[config.mk]
export PLATFORM = sky130hd
export DESIGN_NAME = pack4_feeder_flat
export DESIGN_NICKNAME = d
export VERILOG_FILES = /design/src/rtl/pack4_feeder_pkg.sv /design/src/rtl/pack4_feeder_if.sv /design/src/rtl/pack4_feeder_vec_out_reg.sv /design/src/rtl/pack4_feeder.sv /design/src/flat_wrapper.sv
export SDC_FILE = /design/constraint.sdc
export NUM_CORES = 1
export LEC_CHECK = 0
export CAP_MARGIN = 20
export CORE_MARGIN = 2
export CORE_UTILIZATION = 25
export DETAILED_ROUTE_END_ITERATION = 8
export GPL_TIMING_DRIVEN = 0
export REMOVE_ABC_BUFFERS = 1
export SLEW_MARGIN = 20
export SYNTH_ARGS = -nofsm -noshare
export SYNTH_HDL_FRONTEND = slang
export SYNTH_SLANG_ARGS = --single-unit
export TNS_END_PERCENT = 1
[constraint.sdc]
create_clock -name iclk -period 2.65 [get_ports iclk]
set_input_delay 0.3975 -clock iclk [delete_from_list [all_inputs] [get_ports iclk]]
set_output_delay 0.3975 -clock iclk [all_outputs]
set_load 0.1 [all_outputs]
[src/rtl/pack4_feeder_pkg.sv]
// pack4_feeder_pkg
// Types, constants and helpers shared between the conv-datapath lane
// packer and the 4-input adder trees that consume its vectors.
//   LANES / DATA_W : default lane count and sample width.
//   lane_vec_t     : lane vector at the default configuration; lane 0 is
//                    the first sample of the group.
//   keep_mask()    : bit k set for every lane k below a fill count.
//   zero_pad()     : lane vector with every lane at or above the count
//                    forced to zero.
package pack4_feeder_pkg;

  localparam int LANES     = 4;
  localparam int DATA_W    = 8;
  localparam int MAX_LANES = 32;

  typedef logic [LANES-1:0][DATA_W-1:0] lane_vec_t;

  function automatic logic [MAX_LANES-1:0] keep_mask(input int count);
    logic [MAX_LANES-1:0] m;
    m = '0;
    for (int k = 0; k < MAX_LANES; k++) begin
      if (k < count) m[k] = 1'b1;
    end
    return m;
  endfunction

  function automatic lane_vec_t zero_pad(input lane_vec_t v, input int count);
    lane_vec_t r;
    r = '0;
    for (int k = 0; k < LANES; k++) begin
      if (k < count) r[k] = v[k];
    end
    return r;
  endfunction

endpackage

[src/rtl/pack4_feeder_if.sv]
// pack4_feeder_if
// Bundles the upstream sample handshake and the downstream lane-vector
// handshake of the packer.
//   upstream   : ivalid, iready, idata, ilast
//   downstream : ovalid, odready, odata, ocount, olast
// Modports:
//   slave  - the packer itself (consumes samples, produces vectors)
//   master - the environment around it (produces samples, consumes vectors)
interface pack4_feeder_if
  import pack4_feeder_pkg::*;
#(
  parameter int pDATA_W = DATA_W,
  parameter int pLANES  = LANES,
  parameter int pCNT_W  = $clog2(pLANES + 1)
);

  logic                             ivalid;
  logic                             iready;
  logic [pDATA_W-1:0]               idata;
  logic                             ilast;
  logic                             ovalid;
  logic                             odready;
  logic [pLANES-1:0][pDATA_W-1:0]   odata;
  logic [pCNT_W-1:0]                ocount;
  logic                             olast;

  modport slave (
    input  ivalid, idata, ilast, odready,
    output iready, ovalid, odata, ocount, olast
  );

  modport master (
    output ivalid, idata, ilast, odready,
    input  iready, ovalid, odata, ocount, olast
  );

endinterface

[src/rtl/pack4_feeder_vec_out_reg.sv]
// pack4_feeder_vec_out_reg
// Output register for the packed lane vector with valid/ready hold.
//   iclk, irst : clock, synchronous active-high reset
//   load       : a completed vector is presented this cycle
//   load_vec, load_cnt, load_last : payload of that vector
//   odready    : downstream ready
//   ovalid, odata, ocount, olast  : registered vector and its handshake
// The packer only asserts load while the register is empty or being
// drained this cycle, so a load never overwrites an untransferred vector.
module pack4_feeder_vec_out_reg #(
  parameter int pDATA_W = 8,
  parameter int pLANES  = 4,
  parameter int pCNT_W  = 3
) (
  input  logic                           iclk,
  input  logic                           irst,
  input  logic                           load,
  input  logic [pLANES-1:0][pDATA_W-1:0] load_vec,
  input  logic [pCNT_W-1:0]              load_cnt,
  input  logic                           load_last,
  input  logic                           odready,
  output logic                           ovalid,
  output logic [pLANES-1:0][pDATA_W-1:0] odata,
  output logic [pCNT_W-1:0]              ocount,
  output logic                           olast
);

  logic                           vld_p1;
  logic [pLANES-1:0][pDATA_W-1:0] vec_p1;
  logic [pCNT_W-1:0]              cnt_p1;
  logic                           last_p1;

  // Stage p1: output vector register
  always_ff @(posedge iclk) begin
    if (irst) begin
      vld_p1  <= 1'b0;
      vec_p1  <= '0;
      cnt_p1  <= '0;
      last_p1 <= 1'b0;
    end else if (load) begin
      vld_p1  <= 1'b1;
      vec_p1  <= load_vec;
      cnt_p1  <= load_cnt;
      last_p1 <= load_last;
    end else if (vld_p1 && odready) begin
      // payload keeps its last value; only valid drops
      vld_p1 <= 1'b0;
    end
  end

  assign ovalid = vld_p1;
  assign odata  = vec_p1;
  assign ocount = cnt_p1;
  assign olast  = last_p1;

endmodule

[src/rtl/pack4_feeder.sv]
// pack4_feeder
// Serial-to-parallel packer feeding the pipelined 4-input adder trees.
// One sample per accepted beat is written into the next lane of the pack
// register; a beat that fills the last lane or carries ilast completes the
// vector, which is registered and presented downstream one cycle later.
// Lanes that were never filled read as zero so downstream sums are exact.
//   iclk, irst : clock, synchronous active-high reset
//   bus        : pack4_feeder_if.slave
//                upstream   ivalid/iready/idata/ilast
//                downstream ovalid/odready/odata/ocount/olast
module pack4_feeder
  import pack4_feeder_pkg::*;
#(
  parameter int pDATA_W = DATA_W,
  parameter int pLANES  = LANES,
  parameter int pCNT_W  = $clog2(pLANES + 1)
) (
  input  logic           iclk,
  input  logic           irst,
  pack4_feeder_if.slave  bus
);

  logic [pCNT_W-1:0]              cnt_p0;
  logic [pLANES-1:0][pDATA_W-1:0] pack_p0;
  logic [pLANES-1:0][pDATA_W-1:0] vec_nxt;
  logic [pLANES-1:0]              keep;
  logic                           beat;
  logic                           last_lane;
  logic                           done;

  // Ready depends only on the output register state, never on ivalid or
  // ilast, so no combinational path loops back to upstream.
  assign bus.iready = !bus.ovalid || bus.odready;
  assign beat       = bus.ivalid && bus.iready;
  assign last_lane  = (cnt_p0 == pCNT_W'(pLANES - 1));
  assign done       = beat && (last_lane || bus.ilast);

  // Lanes up to and including the one being written stay; the rest are
  // forced to zero so a partial vector never exposes stale samples.
  assign keep = pLANES'(keep_mask(int'(cnt_p0) + 1));

  always_comb begin
    vec_nxt = '0;
    for (int k = 0; k < pLANES; k++) begin
      if (keep[k]) begin
        vec_nxt[k] = (pCNT_W'(k) == cnt_p0) ? bus.idata : pack_p0[k];
      end
    end
  end

  // Stage p0: lane counter and pack register
  always_ff @(posedge iclk) begin
    if (irst) begin
      cnt_p0  <= '0;
      pack_p0 <= '0;
    end else if (beat) begin
      if (done) begin
        cnt_p0  <= '0;
        pack_p0 <= '0;
      end else begin
        cnt_p0  <= cnt_p0 + pCNT_W'(1);
        pack_p0 <= vec_nxt;
      end
    end
  end

  // Stage p1: completed vector handed to the output register
  pack4_feeder_vec_out_reg #(
    .pDATA_W (pDATA_W),
    .pLANES  (pLANES),
    .pCNT_W  (pCNT_W)
  ) u_out (
    .iclk      (iclk),
    .irst      (irst),
    .load      (done),
    .load_vec  (vec_nxt),
    .load_cnt  (cnt_p0 + pCNT_W'(1)),
    .load_last (bus.ilast),
    .odready   (bus.odready),
    .ovalid    (bus.ovalid),
    .odata     (bus.odata),
    .ocount    (bus.ocount),
    .olast     (bus.olast)
  );

endmodule

[src/flat_wrapper.sv]
// flat-port wrapper written by rule: the top's interface ports become plain ports
module pack4_feeder_flat import pack4_feeder_pkg::*;
#(
  parameter int pDATA_W = DATA_W,
  parameter int pLANES  = LANES,
  parameter int pCNT_W  = $clog2(pLANES + 1)
)
  (iclk, irst, bus_ivalid, bus_idata, bus_ilast, bus_odready, bus_iready, bus_ovalid, bus_odata, bus_ocount, bus_olast);
  pack4_feeder_if #(.pDATA_W(pDATA_W), .pLANES(pLANES), .pCNT_W(pCNT_W)) bus_i ();
  input  logic iclk;
  input  logic irst;
  input wire logic [$bits(bus_i.ivalid)-1:0] bus_ivalid;
  input wire logic [$bits(bus_i.idata)-1:0] bus_idata;
  input wire logic [$bits(bus_i.ilast)-1:0] bus_ilast;
  input wire logic [$bits(bus_i.odready)-1:0] bus_odready;
  output wire logic [$bits(bus_i.iready)-1:0] bus_iready;
  output wire logic [$bits(bus_i.ovalid)-1:0] bus_ovalid;
  output wire logic [$bits(bus_i.odata)-1:0] bus_odata;
  output wire logic [$bits(bus_i.ocount)-1:0] bus_ocount;
  output wire logic [$bits(bus_i.olast)-1:0] bus_olast;
  assign bus_i.ivalid = bus_ivalid;
  assign bus_i.idata = bus_idata;
  assign bus_i.ilast = bus_ilast;
  assign bus_i.odready = bus_odready;
  assign bus_iready = bus_i.iready;
  assign bus_ovalid = bus_i.ovalid;
  assign bus_odata = bus_i.odata;
  assign bus_ocount = bus_i.ocount;
  assign bus_olast = bus_i.olast;
  pack4_feeder #(.pDATA_W(pDATA_W), .pLANES(pLANES), .pCNT_W(pCNT_W)) u_core (.iclk(iclk), .irst(irst), .bus(bus_i));
endmodule
==> impl_metrics.yaml <==
clocking:
  cts_tree: "built"
  cts_buffers: 9
  cts_hold_buffers: 0
  htree_num_levels: 3
  cts.path.max_buffers: 2
  clk_pin_slew_ns: 0.05
  clkLatencyLatePin_ns: 0.32
  clock-sinks: 72
  root_buffer: "clkbuf_16"
cells_and_area:
  num-fill-cells: 1300
  antenna_cells: 0
  regArea_um2: 1440
  final_nets: 382
  final_layout_size_suffix_gt1_frac: 0.101
  syn_to_final_growth_pct: 30.8
  multiInputGateArea_um2: 1530
  fin_util: 0.332
timing:
  rsz0062_at_grt: "false"
  fmax_mhz: 413
  fin_skew_ns: 0.00553
  period_minus_slack_ns: 2.42
  final-setup-viol-count: 0
  report.final.slew_viol_count: 0
  slew_headroom: 0.303
  hold_slack_ns: 0.431
  min_period_over_period: 0.914
  hold_violations: 0
  worst_pin_slew_ns: 1.04
detailed_routing:
  firstDrtPassIters: 4
  vias: 2757
  viasPerCell: 5.12
  avgRoutedWirePerCell_um: 17.5
  totalWireLength_mm: 9.41
  first_iter_violations: 188
  ant_nets: 0
  drcViolationCount: 0
global_routing:
  grt_start_max_net_pins: 44
  antenna_found_initial: 0
  grt.total_usage: 0.140
  grt_pass1_wl_mm: 14.8
  grt_pass1_vias: 2750
  gr-total-overflow: 0
die:
  core-area_um2: 12500
  initial_core_util: 0.254
  rows: 41
  die_area_um2: 13600
  die_y_um: 117
  die_w_um: 117
  ioPinCount: 51
synthesis:
  ys_ff_latch: 72
  yosysTopAreaCellShare: 0.453
  yosysTopAreaCell: "dfxtp_1"
  synth_area_leaders: "dfxtp_1 45%, mux2i_1 9.8%, o32ai_1 9.1%, o41ai_1 6.1%, o311ai_0 5.8%"
  yosys-top-cells-count: "72 x dfxtp_1, 33 x o32ai_1, 31 x mux2i_1"
  yosysSeqAreaShare: 0.453
  syn_area_per_cell_um2: 9.79
  ys_types: 34
  yosysMostFrequentCell: "dfxtp_1"
  syn_area_um2: 3180
  postSynthCellCount: 325
  async_flop_share: 0
  synth-main-ff-cell: "dfxtp_1"
  synth_warnings: 0
  synth_edf_count: 0
placed_design:
  finalWeightedCongestion: 0.766
  numPortBuffers: 50
  dp_hpwl_mm: 5.85
min_path:
  min_path_type: "reg2reg"
power:
  power_leakage_nw: 1.30
  ir_drop_uv: 271
  powerDensity_nw_per_um2: 616
setup_path:
  worstPathMaxFanout: 16
  crit_path_start_kind: "input port"
  end_kind: "register"
  worstPathRequired_ns: 2.81
  crit_arrival_ns: 2.59
  crit_type: "in2reg"
job:
  max_cap_violations: 0
run_status:
  run_status: "finished clean"
-- routing by layer --
layer  global-route usage  share of wire
met5                    0              0
met4               0.0275         0.0050
met3               0.0381          0.061
met2                0.225           0.48
met1                0.189           0.45
-- flip-flops by register name, indices dropped and copies added, names as in the netlist --
register and flops:
u_core.u_out.ocount 3, u_core.cnt_p0 3, u_core.u_out.odata 32, u_core.u_out.ovalid 1, u_core.u_out.olast 1, u_core.pack_p0 32
-- path summary, 6_finish.rpt --
check	from	to	slack, ns	depth (start not counted)
max	bus_ivalid	u_core.u_out.odata[15]	0.23	6
min	u_core.pack_p0[30]	u_core.pack_p0[30]	0.43	2
max reg2reg	u_core.cnt_p0[0]	u_core.pack_p0[2]	0.28	5
min reg2reg	u_core.pack_p0[30]	u_core.pack_p0[30]	0.43	2
-- through the flow --
step | TNS, ns | cells | total power [W] | worst slack, ns | cell area, µm²
finish | 0 | 539 | 0.00256 | 0.227 | 4160
global route | 0 | 539 | 0.00265 | 0.0571 | 4160
CTS | -0.698 | 533 | 0.00257 | -0.193 | 4100
detailed placement | -27.30 | 516 | 0.00143 | -0.995 | 3800
global placement | -168.57 | 514 | 0.00142 | -2.99 | 3750
floorplan | -104.03 | 292 | 0.00131 | -1.84 | 3030
-- logic make-up (layout without fill, tap and decap cells) --
logic type	count (synthesis)	after routing	synth area share
buffers and inverters	65	105	0.0846
AOI/OAI and AO/OA	107	107	0.267
and+or+nand+nor	42	44	0.0669
DFF	72	72	0.453
adders and majority gates	7	7	0.0275
muxes	32	32	0.101
-- power breakdown --
part / switching [W] / internal, W / leakage [nW]
logic: 0.000227 / 0.0000822 / 0.582
registers: 0.0000109 / 0.00110 / 0.582
clock network: 0.000431 / 0.000709 / 0.139
-- area by class of cell --
type | instances | share of cell area
Clock buffer | 14 | 0.0658
Inverter | 32 | 0.0307
Timing Repair Buffer | 56 | 0.133
Timing Repair inverter | 1 | 0.00180
Tap cell | 172 | 0.0517
Clock inverter | 2 | 0.00301
Sequential cell | 72 | 0.346
Multi-Input combinational cell | 190 | 0.367
-- placed cells by master, fill, tap and decap left out, drive strengths merged, types with 7 or more instances in the layout --
cell type      instances
o41ai                 22
o311ai                21
nand2                 19
o32ai                 33
clkbuf                14
mux2i                 31
a21oi                 14
nand4                  7
ha                     7
clkdlybuf4s50         48
dfxtp                 72
buf                    8
inv                   30
-- worst max-delay path: stages --
cell and delay, ns:
clkdlybuf4s50_1 0.98, clkinvlp_4 0.20, buf_4 0.19, buf_4 0.17
nor3_4 0.49, o32ai_1 0.14
-- repair_timing --
item	CTS	global route
gates cloned	1	2
resized for setup	3	9
setup buffers	0	4
setup endpoints to repair	41	58
pin swaps	0	1
Power figures use the tool's default switching activity.
